<file path="config.mk">
export PLATFORM = sky130hd
export DESIGN_NAME = mem_burst_reader
export DESIGN_NICKNAME = d
export VERILOG_FILES = /design/src/rtl/mem_burst_reader.sv
export SDC_FILE = /design/constraint.sdc
export NUM_CORES = 1
export LEC_CHECK = 0
export BUFFER_PORTS_ARGS = -buffer_cell sky130_fd_sc_hd__clkbuf_2
export CAP_MARGIN = 10
export CORE_MARGIN = 1.5
export CORE_UTILIZATION = 37
export CTS_CLUSTER_DIAMETER = 100
export DETAILED_ROUTE_END_ITERATION = 10
export PLACE_DENSITY = 0.6
export SLEW_MARGIN = 20
export SYNTH_ARGS = -nofsm -noshare
export SYNTH_HDL_FRONTEND = slang
export SYNTH_SLANG_ARGS = --single-unit
export TNS_END_PERCENT = 20
</file>
<file path="constraint.sdc">
create_clock -name clk -period 8 [get_ports clk]
set_input_delay 0.4 -clock clk [delete_from_list [all_inputs] [get_ports clk]]
set_output_delay 0.4 -clock clk [all_outputs]
set_load 0.02 [all_outputs]
</file>
<file path="src/rtl/mem_burst_reader.sv">
// Sequential burst read engine: issues len reads from base_addr, buffers the returned words, streams them out.
// Optional feature: define MEM_RD_STALL_CNT_EN to add the stall_cnt output (back-pressured cycle counter).
module mem_burst_reader #(
  parameter int ADDR_W     = 14,
  parameter int DATA_W     = 32,
  parameter int LEN_W      = 15,
  parameter int FIFO_DEPTH = 4
) (
  input  logic              clk,
  input  logic              rst_n,
  input  logic              start,
  input  logic [ADDR_W-1:0] base_addr,
  input  logic [LEN_W-1:0]  len,
  output logic              busy,
  output logic              done,
  output logic              mem_rd_en,
  output logic [ADDR_W-1:0] mem_addr,
  input  logic [DATA_W-1:0] mem_data,
  input  logic              mem_valid,
  output logic [DATA_W-1:0] m_data,
  output logic              m_valid,
  input  logic              m_ready,
  output logic              m_last
`ifdef MEM_RD_STALL_CNT_EN
  ,
  output logic [31:0]       stall_cnt
`endif
);

  localparam int PTR_W = $clog2(FIFO_DEPTH);
  localparam int CNT_W = PTR_W + 1;
  localparam int OCC_W = CNT_W + 1;

  typedef enum logic [1:0] {
    S_IDLE,
    S_READ,
    S_DRAIN,
    S_DONE
  } state_t;

  state_t            state_q, state_d;
  logic [LEN_W-1:0]  len_q, issued_q, popped_q, last_idx;
  logic              inflight_q, start_acc, push, pop;
  logic [DATA_W-1:0] fifo_mem [FIFO_DEPTH];
  logic [PTR_W-1:0]  wr_ptr, rd_ptr;
  logic [CNT_W-1:0]  fifo_count;
  logic [OCC_W-1:0]  occupancy;

  assign start_acc = (state_q == S_IDLE) && start;
  assign last_idx  = len_q - LEN_W'(1);
  // A read issued last cycle will land next cycle, so it reserves a FIFO slot now.
  assign occupancy = OCC_W'(fifo_count) + OCC_W'(inflight_q);
  assign push      = mem_valid && (state_q == S_READ || state_q == S_DRAIN);
  assign m_valid   = (fifo_count != '0);
  assign pop       = m_valid && m_ready;
  assign m_data    = m_valid ? fifo_mem[rd_ptr] : '0;
  assign m_last    = m_valid && (popped_q == last_idx);
  assign busy      = (state_q != S_IDLE);
  assign done      = (state_q == S_DONE);

  // NOTE: every output of a combinational block gets a default first, so no path can infer a latch.
  always_comb begin
    state_d   = state_q;
    mem_rd_en = 1'b0;
    case (state_q)
      S_IDLE: begin
        if (start) state_d = (len == '0) ? S_DONE : S_READ;
      end
      S_READ: begin
        mem_rd_en = (issued_q < len_q) && (occupancy < OCC_W'(FIFO_DEPTH));
        if (mem_rd_en && (issued_q == last_idx)) state_d = S_DRAIN;
      end
      S_DRAIN: begin
        if (pop && m_last) state_d = S_DONE;
      end
      S_DONE:  state_d = S_IDLE;
      default: state_d = S_IDLE;
    endcase
  end

  // NOTE: sequential state is updated with non-blocking assignments so every register samples pre-edge values.
  always_ff @(posedge clk or negedge rst_n) begin
    if (!rst_n) state_q <= S_IDLE;
    else        state_q <= state_d;
  end

  always_ff @(posedge clk or negedge rst_n) begin
    if (!rst_n) begin
      len_q      <= '0;
      issued_q   <= '0;
      popped_q   <= '0;
      mem_addr   <= '0;
      inflight_q <= 1'b0;
    end else begin
      inflight_q <= mem_rd_en;
      if (start_acc) begin
        len_q    <= len;
        issued_q <= '0;
        popped_q <= '0;
        mem_addr <= base_addr;
      end else begin
        if (mem_rd_en) begin
          issued_q <= issued_q + LEN_W'(1);
          mem_addr <= mem_addr + ADDR_W'(1);
        end
        if (pop) popped_q <= popped_q + LEN_W'(1);
      end
    end
  end

  always_ff @(posedge clk or negedge rst_n) begin
    if (!rst_n) begin
      wr_ptr     <= '0;
      rd_ptr     <= '0;
      fifo_count <= '0;
    end else begin
      if (push) wr_ptr <= wr_ptr + PTR_W'(1);
      if (pop)  rd_ptr <= rd_ptr + PTR_W'(1);
      case ({push, pop})
        2'b10:   fifo_count <= fifo_count + CNT_W'(1);
        2'b01:   fifo_count <= fifo_count - CNT_W'(1);
        default: fifo_count <= fifo_count;
      endcase
    end
  end

  // NOTE: FIFO storage is not reset; m_valid gates every read of it, so stale contents are never visible.
  always_ff @(posedge clk) begin
    if (push) fifo_mem[wr_ptr] <= mem_data;
  end

`ifdef MEM_RD_STALL_CNT_EN
  always_ff @(posedge clk or negedge rst_n) begin
    if (!rst_n) begin
      stall_cnt <= '0;
    end else if (start_acc) begin
      stall_cnt <= '0;
    end else if (busy && m_valid && !m_ready && (stall_cnt != '1)) begin
      stall_cnt <= stall_cnt + 32'd1;
    end
  end
`endif

endmodule

</file>
* Yosys cells after proc, flatten, opt, wreduce, memory -nomap -nowiden
Memory sizes are Yosys's and may differ from the RTL's.
Index checks and enable logic that the tools add are counted.
** Word-level totals
- Output and inout bits :: 51
- Register bits after elaboration :: 69
- Memory bits (writable) :: 128
- Memories :: 1
- Input port bits :: 66
** Cells by class
- $lt $le $gt $ge :: 2
- Mux-type cells :: 16
- Add/sub/neg operators :: 9
- Eq/ne operators :: 10
- Reduce and logical (&&, ||, !) cells :: 16
** Memories
- fifo_mem :: depth 4, bits a word 32, rd ports 1, clocked after memory_dff 0, write ports 1, line 44 : logic [DATA_W-1:0] fifo_mem [FIFO_DEPTH];
** Operator list (count)
- 15-bit 2-to-1 mux :: 4
- 32-bit 2-to-1 mux :: 1
- 15-bit by 1-bit adder with 15-bit output, second input constant :: 2
- 15-bit equality test :: 2
- 14-bit 2-to-1 mux :: 2
- 15-bit logical NOT :: 1
- 15-bit < comparator :: 1
- 15-bit by 1-bit subtractor with 15-bit output, second input constant :: 1
- 14-bit by 1-bit adder with 14-bit output, second input constant :: 1
- 2-bit 2-to-1 mux :: 4
- 2-bit case mux with 4 select lines :: 1
- 2-bit nonzero test :: 4
- 1-bit logical AND :: 7
- 2-bit equality test, second input constant :: 3
- 3-bit case mux with 2 select lines :: 1
- 2-bit by 1-bit adder with 2-bit output, second input constant :: 2
- 3-bit by 1-bit adder with 4-bit output :: 1
- 2-bit by 1-bit equality test with 1-bit output, second input constant :: 2
- 4-bit by 3-bit < comparator with 1-bit output, second input constant :: 1
- 2-bit by 1-bit != test with 1-bit output, second input constant :: 2
- 3-bit by 1-bit adder with 3-bit output, second input constant :: 1
- 1-bit 2-to-1 mux :: 3
- 3-bit AND reduction :: 1
- 3-bit nonzero test :: 1
- other kinds (4) :: 4

* Logic depth before layout (Yosys ltp)
- Depth in word-level cells :: 6
- Gate-level depth with buffers :: 13
- Mapped depth without buffers :: 10

* Least setup slack after synthesis
Ideal clock, no wire load.
- Path kind :: reg-to-reg
- Start :: register len_q[12]
- End :: register issued_q[6]
- Path buffers :: 3
- Data required time :: 7868 ps
- Stages on the path, launching flop included :: 14
- Library setup time :: 132 ps
- Arrival :: 2792 ps
- Path slack :: 5077 ps
- Period minus slack after synthesis :: 2923 ps
- Cell sequence :: dfrtp_1 > clkbuf_1 > inv_1 > ha_1 > a21o_1 > a21oi_1 > o221ai_1 > or3_1 > clkbuf_1 > inv_1 > buf_1 > nand4_1 > xor2_1 > nor2_1
** Between the ends
- Longest elaborated chain between the ends :: 4
** RTL lines
- start, declared :: line 42 : logic [LEN_W-1:0] len_q, issued_q, popped_q, last_idx;
- start signal, assigned :: line 97 : len_q <= len;
- 15-bit < comparator :: line 70 : mem_rd_en = (issued_q < len_q) && (occupancy < OCC_W'(FIFO_DEPTH));
- 1-bit logical AND :: line 70
- 1-bit 2-to-1 mux :: line 65 : case (state_q)
- named net mem_rd_en :: line 16 : output logic mem_rd_en,
- 2-bit nonzero test (no source line)
- end signal, assigned :: line 103 : issued_q <= issued_q + LEN_W'(1);
- end, declared :: line 42
The timed path passes the listed nets, and every way through them passes these cells.
A chain may end at the register's enable or synchronous reset.

* Worst setup path after layout
- Start :: register len_q[0]
- End :: output m_last
** Between the ends
- Longest elaborated chain between the ends :: 3
** RTL lines
- 15-bit by 1-bit subtractor with 15-bit output :: line 50 : assign last_idx = len_q - LEN_W'(1);
- 15-bit equality test :: line 57 : assign m_last = m_valid && (popped_q == last_idx);
- 1-bit logical AND :: line 57
- end, declared :: line 23 : output logic m_last
No other way between the ends.

==> metrics.csv <==
stage,metric,value,unit
status,run_status,completed,
global_routing,grt_pass1_wl,33100,um
sta,clock-skew-final,0.01420,ns
global_routing,first_global_vias,6024,
finish,final_net_count,940,
clock_tree,cts_buffer_depth,2,
clock_tree,htree_levels,4,
global_routing,grt_overflow,0,
synthesis,synth_area,9522,um^2
floorplan,floorplan.rows,58,
sta,max_clock_freq,272.6,MHz
sta,final_number_of_hold_violating_endpoints,0,
placed_design,gp_congestion,0.8253,
clock_tree,cts_num_sinks,197,
finish,finish.utilization,43.98,%
global_routing,antenna_found_initial,0,
floorplan,floorplan.io_pins,117,
clock_tree,post_cts_hold_buffer_count,0,
setup_path,cp.required,7.60,ns
setup_path,worst_setup_path_start_kind,register,
finish,layout-drive-gt1-share,23.69,%
clock_tree,clock_insertion_delay_at_the_later_pin_of_the_skew_report,0.45,ns
setup_path,cpPeakStageDelay,0.53,ns
setup_path,setup.reg_to_reg.worst_slack,4.66,ns
finish,diodes,0,
finish,instances_no_fill,1187,
floorplan,die_width,163.4,um
synthesis,synth.lib_cells_used.distinct,68,
synthesis,netlist.area_leader.share,40.37,%
placed_design,placement.io_buffers,116,
finish,area_growth,16.64,%
synthesis,post_synth_main_area_contributors,"edfxtp_1 (40%), dfrtp_1 (18%), mux4_2 (7.6%)",
synthesis,share_of_synthesized_area_occupied_by_flip_flops_and_latches,58.50,%
sta,fin_tns_setup,0,ns
setup_path,critPathKind,reg -> out,
sta,finalWorstPathRequiredPeriod,3.669,ns
pwr,leakage,4.393,nW
detailed_routing,wirelength,21010,um
sta,fin_crit_sh,45.86,%
floorplan,design.core.area,25250,um^2
clock_tree,cts.root.buffer_cell,clkbuf_16,
synthesis,synth-edff-count,128,
pwr,p_per_area,376.1,nW/um^2
clock_tree,tritoncts,yes,
detailed_routing,detail_route.vias_per_cell,5.136,
setup_path,timing.critical_path.slowest_stage_cell,or3b_1,
floorplan,floorplan.initialDensity,37.70,%
detailed_routing,starting_drc_count_in_detailed_routing,303,
clock_tree,cts.repair_timing.setup_buffer_count,0,
sta,worst-slew-pin-transition,0.9583,ns
placed_design,dp.cells,1155,
synthesis,synth_flop_cell,edfxtp_1,
clock_tree,numCtsBuffers,17,
global_routing,grt_use_total,16.43,%
detailed_routing,drt-wirelength-per-cell,17.70,um
synthesis,synth_cells,735,
clock_tree,cts_repair_resize_count,0,
detailed_routing,firstDrtPassIters,4,
hold_path,holdCritPathClass,in -> async,
clock_tree,clkTransAtPathRegs,0.09,ns
synthesis,synthDominantAreaCellType,edfxtp_1,
synthesis,post_synth.cell_area_avg,12.95,um^2
setup_path,crit_chain,"inv_1, ha_1, or3b_1, o311ai_0, o221ai_1, a2111oi_1, and4_1, clkbuf_2",
setup_path,crit_fanout,7,
synthesis,yosys_register_bits,197,
setup_path,worstSetupEndpointType,output port,
placed_design,post-dp-hpwl,14210,um
setup_path,arrival,3.27,ns
synthesis,ys.warnings.count,0,
detailed_routing,drtAntennaViolNets,0,
sta,slew-limit-headroom,35.52,%
synthesis,synth_fp_nets,831,
synthesis,ys_async_rst_share,35.03,%
sta,setup_violations,0,
sta,unrepaired_setup_endpoints_after_global_routing,false,
sta,drv_slew,0,
detailed_routing,vias,6096,
floorplan,fp.dieArea,26710,um^2
job,max-cap-violations,0,
detailed_routing,remaining_drc_errors,0,
global_routing,grt_start_max_net_pins,79,
pwr,peakVddDrop,0.1865,mV
floorplan,die-height,163.4,um
## metrics by stage
step           total power [mW]  worst slack, ns  hold WS (ns)  instance area [um^2]
2_1_floorplan             2.747            5.077        0.1044                  9522
4_1_cts                   4.229            4.329        0.1322                 11110
6_report                  4.177            4.331       0.08022                 11110
3_3_place_gp              3.262            4.770        0.4944                 10430
3_5_place_dp              3.266            4.680        0.4979                 10430
5_1_grt                   4.438            4.167        0.1492                 11110
## flip-flops by register name (all words and copies together) (netlist names)
signal and count:
fifo_mem 128, issued_q 15, len_q 15, popped_q 15
mem_addr 14, fifo_count 3, rd_ptr 2, state_q 2
wr_ptr 2, inflight_q 1
## routing by layer
| layer | GRT usage (%) | routed length, um | part of all wire [%] |
|---|---|---|---|
| met5 | 0 | 0 | 0 |
| met3 | 3.454 | 801 | 3.8 |
| met4 | 6.756 | 572 | 2.7 |
| met2 | 25.50 | 10000 | 48 |
| met1 | 22.43 | 9634 | 46 |
## critical path: cells and delay by family, from the launching register on
family | cells | cell delay [ns]
simple gates | 2 | 0.80
fa+ha+maj | 1 | 0.23
flops | 1 | 0.45
compound gates | 3 | 1.08
buf+inv | 2 | 0.27
## layout by cell type (no fill, tap or decap), types with 10 or more instances in the layout
master and n:
edfxtp_1 128, clkbuf_2 115, dfrtp_1 68, nand2_1 64, nor2_1 40, xnor2_1 35
inv_1 33, and2_1 33, mux4_2 32, xor2_1 32, o21ai_0 31, ha_1 29
a21oi_1 22, and3_1 20, nand4_1 17, clkbuf_16 17, nor3_1 10, buf_4 10
## area by class of cell
class                           count  area [um^2]
Fill cell                        2322        14150
Sequential cell                   197         5572
Multi-Input combinational cell    469         3670
Timing Repair Buffer              125        650.6
Clock buffer                       17        425.4
Tap cell                          330        412.9
Clock inverter                     15        247.7
Inverter                           34        127.6
## where the power goes
part           total, mW  internal (mW)  switching [mW]
sequential          1.52           1.33           0.187
combinational       1.71          0.691            1.02
clock              0.953          0.459           0.494
total               4.18           2.48            1.70
## Yosys cell counts (4+ instances only)
| master | instances |
|---|---|
| edfxtp_1 | 128 |
| a31oi_1 | 6 |
| clkbuf_1 | 24 |
| or3_1 | 9 |
| buf_1 | 4 |
| and2_1 | 34 |
| inv_1 | 33 |
| mux2i_1 | 4 |
| dfrtp_1 | 69 |
| nand2b_1 | 4 |
| mux4_2 | 32 |
| o21ai_0 | 31 |
| nand3_1 | 8 |
| a21oi_1 | 22 |
| xnor2_1 | 35 |
| ha_1 | 29 |
| nand4_1 | 17 |
| nor3_1 | 10 |
| nor4_1 | 9 |
| and4_1 | 5 |
| and3_1 | 20 |
| nand2_1 | 64 |
| nor2_1 | 40 |
| xor2_1 | 32 |
## cell families (layout without fill, tap and decap cells)
kind of cell | after synthesis | after routing | share of synthesized area, %
multiplexers | 37 | 37 | 8.108
AND/OR/NAND/NOR | 237 | 237 | 13.25
adder cells (fa/ha/maj) | 30 | 30 | 4.021
flip-flops | 197 | 197 | 58.50
buffers and inverters | 69 | 191 | 2.970
AO/OA/AOI/OAI | 96 | 96 | 6.505
XOR/XNOR | 69 | 69 | 6.649
## worst paths after layout
check	end	start	cells past startpoint
worst min register to register	fifo_count[2]	fifo_count[2]	1
worst max register to register	mem_addr[10]	len_q[10]	10
worst min-delay path	len_q[9]	rst_n	1
min in group clk	mem_addr[5]	base_addr[5]	3
max in group asynchronous	rd_ptr[0]	rst_n	1
worst max-delay path	m_last	len_q[0]	8
Power figures use the tool's default switching activity.
